### src/rtl/multi_channel_convergence_counter.sv
// Bank of independent terminal-count counters, each with its own limit, mode
// (wrap / saturate / one-shot) and IDLE-RUN-DONE control FSM.
module multi_channel_convergence_counter #(
  parameter  int WIDTH  = 32,
  parameter  int NUM_CH = 4,
  localparam int CHW    = (NUM_CH > 1) ? $clog2(NUM_CH) : 1
) (
  input  logic                    clk,
  input  logic                    resetn,
  input  logic                    cfg_we,
  input  logic [CHW-1:0]          cfg_ch,
  input  logic [WIDTH-1:0]        cfg_limit,
  input  logic [1:0]              cfg_mode,
  input  logic [NUM_CH-1:0]       start,
  input  logic [NUM_CH-1:0]       inc,
  input  logic [NUM_CH-1:0]       clr,
  output logic [NUM_CH*WIDTH-1:0] count_o,
  output logic [NUM_CH-1:0]       event_o,
  output logic [NUM_CH-1:0]       done_o,
  output logic [NUM_CH-1:0]       busy_o,
  output logic                    any_event_o,
  output logic [2*NUM_CH-1:0]     state_dbg_o
);

  typedef enum logic [1:0] {
    S_IDLE = 2'd0,
    S_RUN  = 2'd1,
    S_DONE = 2'd2
  } state_e;

  localparam logic [1:0] M_SAT = 2'b01;
  localparam logic [1:0] M_ONE = 2'b10;

  // Handshake: none. cfg_we is a single-cycle strobe sampled on the rising
  // edge; it is accepted only when the addressed channel is not in RUN.
  for (genvar c = 0; c < NUM_CH; c++) begin : g_ch
    localparam logic [CHW-1:0] CH_IDX = CHW'(c);

    state_e           state_q;
    logic [WIDTH-1:0] count_q;
    logic [WIDTH-1:0] limit_q;
    logic [1:0]       mode_q;
    logic             event_q;
    logic             done_q;
    logic             busy_q;
    logic             hit;
    logic             cfg_acc;

    assign hit     = (state_q == S_RUN) && inc[c] && (count_q == limit_q);
    assign cfg_acc = cfg_we && (cfg_ch == CH_IDX) && (state_q != S_RUN);

    always_ff @(posedge clk or negedge resetn) begin
      if (!resetn) begin
        state_q <= S_IDLE;
        count_q <= '0;
        limit_q <= '1;
        mode_q  <= 2'b00;
        event_q <= 1'b0;
        done_q  <= 1'b0;
        busy_q  <= 1'b0;
      end else begin
        event_q <= 1'b0;
        if (clr[c]) begin
          state_q <= S_IDLE;
          count_q <= '0;
          done_q  <= 1'b0;
          busy_q  <= 1'b0;
        end else begin
          case (state_q)
            S_IDLE, S_DONE: begin
              if (start[c]) begin
                state_q <= S_RUN;
                busy_q  <= 1'b1;
                count_q <= '0;
                done_q  <= 1'b0;
              end else if (cfg_acc && (count_q > cfg_limit)) begin
                // A finished channel may be given a lower limit; keep count <= limit.
                count_q <= cfg_limit;
              end
            end
            S_RUN: begin
              if (inc[c]) begin
                if (!hit) begin
                  count_q <= count_q + 1'b1;
                end else begin
                  case (mode_q)
                    M_SAT: begin
                      done_q  <= 1'b1;
                      event_q <= !done_q;
                    end
                    M_ONE: begin
                      state_q <= S_DONE;
                      busy_q  <= 1'b0;
                      done_q  <= 1'b1;
                      event_q <= 1'b1;
                    end
                    default: begin
                      count_q <= '0;
                      event_q <= 1'b1;
                    end
                  endcase
                end
              end
            end
            default: begin
              state_q <= S_IDLE;
              count_q <= '0;
              done_q  <= 1'b0;
              busy_q  <= 1'b0;
            end
          endcase
        end
        if (cfg_acc) begin
          limit_q <= cfg_limit;
          mode_q  <= cfg_mode;
        end
      end
    end

    assign count_o[c*WIDTH +: WIDTH] = count_q;
    assign event_o[c]                = event_q;
    assign done_o[c]                 = done_q;
    assign busy_o[c]                 = busy_q;
    assign state_dbg_o[2*c +: 2]     = state_q;

    a_count_le_limit : assert property (@(posedge clk) disable iff (!resetn)
      count_q <= limit_q);
    a_event_from_hit : assert property (@(posedge clk) disable iff (!resetn)
      event_q |-> $past(hit && !clr[c]));
    a_oneshot_excl : assert property (@(posedge clk) disable iff (!resetn)
      (mode_q == M_ONE) |-> !(busy_q && done_q));
  end

  assign any_event_o = |event_o;

endmodule

### config.mk
export PLATFORM = sky130hd
export DESIGN_NAME = multi_channel_convergence_counter
export DESIGN_NICKNAME = d
export VERILOG_FILES = /design/src/rtl/multi_channel_convergence_counter.sv
export SDC_FILE = /design/constraint.sdc
export NUM_CORES = 1
export LEC_CHECK = 0
export BUFFER_PORTS_ARGS = -buffer_cell sky130_fd_sc_hd__buf_2
export CAP_MARGIN = 20
export CORE_MARGIN = 2
export CORE_UTILIZATION = 60
export DETAILED_ROUTE_END_ITERATION = 6
export PLACE_DENSITY = 0.81
export SYNTH_ARGS = -nofsm -noshare
export SYNTH_HDL_FRONTEND = slang
export SYNTH_SLANG_ARGS = --single-unit
### constraint.sdc
create_clock -name clk -period 3.81 [get_ports clk]
set_input_delay 0.5715 -clock clk [delete_from_list [all_inputs] [get_ports clk]]
set_output_delay 0.5715 -clock clk [all_outputs]
set_load 0.1 [all_outputs]
==> flow_summary.ini, run 1 <==
[clock_tree]
clock_latency_ns = 0.52
clockRootBuffer = clkbuf_16
tritoncts = done
hold_buffers = 0
clock-sinks = 281
post_cts_resized = 0
cts_setup_buffers = 0
htree_num_levels = 2
clockBufferDepth = 3
cts_buffers = 34
cts.clk_slew.worst_paths_ns = 0.06

[placement]
portBuffers = 199
pre_cts_ws_ns = 0.288
dp_hpwl_microns = 52900
place_congestion = 1.01

[worst_setup_path]
slowest_delay_ns = 0.61
crit_path_cell_trace = xnor2_1 > nand4_1 > or4_4 > nor3_4 > buf_4 > nor2_2 > buf_8 > buf_4 > a22o_1 > mux2_2
required_ns = 4.21
path_buf_inv = 3
cp_max_fo = 18
cpMaxStageDelayCell = or4_4
critPathTopFamily = simple AND/OR/NAND/NOR gates
cp_data_arrival_time_ns = 3.58
end_kind = flop
startpoint_type = flop
cp_common_cell = buf_4
timing_worst_setup_path_type = reg -> reg
reg2reg_from = g_ch[0].count_q[18]
crit_start = g_ch[0].count_q[18]

[worst_hold_path]
hp-class = in -> async

[sta]
grt_setup_unrepaired = false
finalSetupTns_ns = 0
post-route-min-period_ns = 3.18
worst_slew_pin_slew_ns = 0.869
hold_viol_final = 0
worst_slack_ns = 0.631
slew_headroom = 0.421
setup_viol = 0
max_freq_ghz = 0.315
period_share = 0.834
finClkSkew_ns = 0.0192
slew_viol_final = 0

[final_layout]
fillers = 2402
drive_gt1_frac = 0.251
areaGrowthSynthToFinish_pct = 14.9
nets = 2450

[global_route]
grt_overflow = 0
grt_max_degree = 73
grt_pass1_wl_microns = 110000
grt_pass1_vias = 18349
antenna_found_initial = 2
grt_usage = 0.436

[detailed_routing]
drtIter0Drc = 2249
vias = 19159
drt_pass1_iterations = 7
drc = 0
drt_wl_total_microns = 74100
via_per_inst = 7.13
ant_nets = 0
routedWlPerCell_microns = 27.6

[floorplan]
die_h_microns = 183
die_area_sq_um = 33600
core_sq_um = 31600
initial_core_util = 0.611
die_w_microns = 183
row_count = 65
pin_count = 200

[logic_synthesis]
syn_area_sq_um = 19300
synth-edff-count = 0
yosysWarnings = 0
synth.area.top_cells = dfrtp_1 (20%), dfstp_2 (17%), ha_1 (9.1%), mux2_2 (4.1%), xnor2_1 (3.9%)
synth_flop_cell = dfrtp_1
synth_top_family_by_area = compound AO/OA/AOI/OAI gates
ys_seq_area_frac = 0.373
yosys.area_share.simple = 0.171
ys_ff_latch = 281
synth_cells = 2063
synth_compound_gate_area_share = 0.211
synth_cell_type_count = 78
synth.top_cell.area_share = 0.199
async_reset_ff_frac = 1.00
syn_area_per_cell_sq_um = 9.34
synth_adder_area_share = 0.0909
synth_most_common_cell = nand2_1
synthMuxAreaShare = 0.0459
ys_top_cells_by_count = nand2_1 (177), dfrtp_1 (153), ha_1 (140)
syn-num-nets = 2254
synth_top_cell_by_area = dfrtp_1
synth_xor_area_frac = 0.0595

[run]
cap_violations = 0

[power_and_ir_drop]
vdd_drop_max_uv = 400
leakage_uw = 0.00988
powerDensity_nw_per_um2 = 471

[status]
status = finished, final reports clean
## cells in the final DEF, fill, tap and decap left out, drive strengths merged, types with 13 or more instances in the layout
cell and count:
clkbuf 54, inv 93, nand2b 13, dfrtp 153
mux2 72, a22oi 30, or2 14, xor2 43
nand2 177, nand3 68, o32a 51, o21ai 143
o2bb2ai 33, xnor2 87, o22ai 36, buf 289
nor2b 23, nand4 79, and3 23, o31ai 54
nor4 41, a32oi 16, a21oi 89, a211o 36
and4 15, ha 140, a211oi 35, nor3 53
nor2 72, dfstp 128
## through the flow
step	hold WS (ns)	total power [uW]	instance area, sq um	util	std cells
3_5_place_dp	0.479	6910	20900	0.664	2624
5_1_grt	0.0586	10800	22100	0.701	2686
4_1_cts	0.0461	10400	22100	0.701	2685
3_3_place_gp	0.474	6840	20900	0.664	2624
6_report	0.00307	10400	22100	0.702	2687
2_1_floorplan	0.276	6000	19300	-	2063
## report_power, final
part	switching, uW	internal [uW]
clock	1320	2140
combinational	1950	897
sequential	511	3600
## routing by layer
layer / global-route usage / share of wire / vias up
li1: - / - / 8179
met1: 0.559 / 0.37 / 9166
met2: 0.650 / 0.43 / 1483
met3: 0.136 / 0.13 / 329
met4: 0.254 / 0.069 / 2
met5: 0 / 0.00016 / -
## cells by family after synthesis
logic type	Yosys count
AOI/OAI and AO/OA	587
and+or+nand+nor	624
muxes	79
xor gates and xnor gates	130
buffers and inverters	222
adders and majority gates	140
DFF	281
## layout make-up
class	instances	area [sq um]	area share
clock buffer	54	1040	0.0470
antenna	1	2.50	0.000113
inverter	93	349	0.0158
clock inverter	7	135	0.00610
sequential	281	7190	0.325
tap	402	503	0.0227
multi-input combinational	1560	11200	0.505
timing repair buffer	289	1730	0.0780
## worst paths after layout
check | end | slack, ns | cells after the start
min | g_ch[2].count_q[16] | 0.003 | 1
max | g_ch[0].count_q[1] | 0.63 | 10
min in group clk | g_ch[3].state_q[0] | 0.29 | 2
max reg2reg | g_ch[0].count_q[1] | 0.63 | 10
min reg2reg | g_ch[3].limit_q[9] | 0.49 | 2
max in group asynchronous | g_ch[3].limit_q[29] | 2.82 | 2
## registers in the layout, indices dropped and copies added (netlist names)
name	cells
g_ch.limit_q	128
g_ch.done_q	4
g_ch.state_q	7
g_ch.count_q	128
g_ch.event_q	4
g_ch.busy_q	2
g_ch.mode_q	8
(Power assumes the default switching activity.)
==> run 2: changes to the inputs <==
Settings changed: ABC_AREA from default to 1, CORE_UTILIZATION 60 to 56, PLACE_DENSITY 0.81 to 0.79.
Clock period 3.81 ns to 2.58 ns, I/O delays scaled along.
==> flow_summary.ini, run 2 <==
[clock_tree]
clockRootBuffer = clkbuf_16
cts_buffers = 34
clock_latency_ns = 0.57
htree_num_levels = 2
cts_setup_buffers = 0
tritoncts = done
clockBufferDepth = 3
cts.clk_slew.worst_paths_ns = 0.07
clock-sinks = 281

[final_layout]
drive_gt1_frac = 0.166
top_regs = g_ch.count_q x128, g_ch.limit_q x128, g_ch.mode_q x8
areaGrowthSynthToFinish_pct = 18.3
utilization = 0.670
nets = 4057
finish.instance_area_sq_um = 26600
multi_input_area_sq_um = 13300
fillers = 3643
final_cell_mix = nand2_1 (1485), inv_1 (368), nor2_1 (352), o21ai_0 (213), buf_2 (198)
final_common_cell = nand2_1
area.sequential_sq_um = 7190

[power_and_ir_drop]
powerDensity_nw_per_um2 = 1050
power_frac_comb = 0.499
p_switching_uw = 14300
finalPower_uw = 28000
swShare = 0.511
leakage_uw = 0.0142
p_clk_frac = 0.190
seqPwrFrac = 0.311
vdd_drop_max_uv = 626
p_int_uw = 13700

[logic_synthesis]
synth.top_cell.area_share = 0.248
synth_cell_type_count = 51
syn-num-nets = 3721
ys_seq_area_frac = 0.320
syn_area_sq_um = 22500
async_reset_ff_frac = 1.00
yosysWarnings = 0
ys_top_cells_by_count = nand2_1 (1485), inv_1 (368), nor2_1 (355)
synth-edff-count = 0
synth_most_common_cell = nand2_1
synth_top_cell_by_area = nand2_1
synth.area.top_cells = nand2_1 (25%), dfrtp_1 (17%), dfstp_2 (15%), ha_1 (7.8%), inv_1 (6.1%)
synth_cells = 3530
syn_area_per_cell_sq_um = 6.36
synth_flop_cell = dfrtp_1
ys_ff_latch = 281

[worst_setup_path]
end_kind = flop
timing_worst_setup_path_type = reg -> reg
reg2reg_from = g_ch[2].count_q[21]
critPathTopFamily = simple AND/OR/NAND/NOR gates
cpMaxStageDelayCell = nor2_2
required_ns = 3.08
cp_common_cell = nand2_1
startpoint_type = flop
path_buf_inv = 1
crit_start = g_ch[2].count_q[21]
slowest_delay_ns = 0.78
cp_max_fo = 16
cp_data_arrival_time_ns = 2.98
crit_path_cell_trace = inv_1 > or2_1 > nand2_1 > nor2_1 > nand2_1 > nor2_1 > nand3_2 > nor2_2 > nor2_2 > nand3_1 > nand2_1

[sta]
worst_slew_pin_slew_ns = 1.00
slew_headroom = 0.333
hold_viol_final = 0
finClkSkew_ns = 0.0156
slew_viol_final = 0
max_freq_ghz = 0.404
finalSetupTns_ns = 0
grt_setup_unrepaired = false
post-route-min-period_ns = 2.48
setup_viol = 0
period_share = 0.960
worst_slack_ns = 0.104

[detailed_routing]
via_per_inst = 5.70
drt_pass1_iterations = 7
drt_wl_total_microns = 91700
vias = 25203
ant_nets = 0
wl_met1_microns = 34700
drtIter0Drc = 2698
wl_met2_microns = 37000
highest-signal-layer = met4
dr_wl_met3_microns = 11800
routedWlPerCell_microns = 20.7
drc = 0

[global_route]
antenna_found_initial = 1
grt_max_degree = 74
grt_pass1_wl_microns = 137000
grt_overflow = 0
grt_usage = 0.440
grt_pass1_vias = 23579

[floorplan]
die_h_microns = 204
pin_count = 200
row_count = 73
core_sq_um = 39600
die_area_sq_um = 41700
initial_core_util = 0.567
die_w_microns = 204

[placement]
dp_hpwl_microns = 68900
pre_cts_ws_ns = 0.000806
dpl_cell_area_sq_um = 25300
portBuffers = 199
place_congestion = 1.07

[worst_hold_path]
hp-class = in -> reg
min-delay-start = clr[2]

[status]
status = finished, final reports clean

[run]
cap_violations = 0
run 2: power groups by stage:
stage / sequential [uW] / clock, uW / combinational (uW)
CTS: 8580 / 5330 / 13800
finish: 8700 / 5310 / 14000
global placement: 8590 / 0 / 13500
floorplan: 11100 / 0 / 7080
detailed placement: 8610 / 0 / 13700
global route: 8850 / 5490 / 15200
run 2: worst paths after layout:
kind | to | slack (ns) | cells past startpoint
max | g_ch[2].count_q[7] | 0.10 | 11
min | g_ch[2].event_q | 0.07 | 2
max reg2reg | g_ch[2].count_q[7] | 0.10 | 11
min reg2reg | g_ch[0].busy_q | 0.48 | 2
max in group asynchronous | g_ch[1].limit_q[22] | 1.35 | 3
min in group asynchronous | g_ch[3].count_q[5] | 0.38 | 2
run 2: kinds of logic (layout without fill, tap and decap cells):
group / count (synthesis) / in the layout / share of synthesized area
other: 0 / 3 / 0
DFF: 281 / 281 / 0.320
buffers and inverters: 494 / 855 / 0.0897
and+or+nand+nor: 2195 / 2196 / 0.397
xor gates and xnor gates: 109 / 109 / 0.0425
AOI/OAI and AO/OA: 311 / 311 / 0.0722
adders and majority gates: 140 / 140 / 0.0780
run 2: final cells by class:
type                            count  share of cell area
Clock inverter                     19             0.00880
Clock buffer                       43              0.0368
Tap cell                          525              0.0247
Antenna cell                        3            0.000282
Inverter                          386              0.0545
Timing Repair Buffer              407               0.104
Sequential cell                   281               0.271
Multi-Input combinational cell   2756               0.500
run 2: repair_timing:
action / CTS / global route
hold buffers: 1 / 0
endpoints found under the setup margin: 0 / 32
endpoints found under the hold margin: 17 / 0
resized for setup: 0 / 0
run 2: per-stage QoR:
step / std cells / hold WS, ns
CTS: 4416 / 0.0654
global route: 4417 / 0.101
detailed placement: 4353 / 0.424
finish: 4420 / 0.0702
global placement: 4353 / 0.426
floorplan: 3530 / 0.0914
run 2: metal layers:
metal | global-route usage | vias to the layer above
li1 | - | 11785
met1 | 0.567 | 11477
met2 | 0.625 | 1574
met3 | 0.114 | 367
met4 | 0.344 | 0
met5 | 0 | -
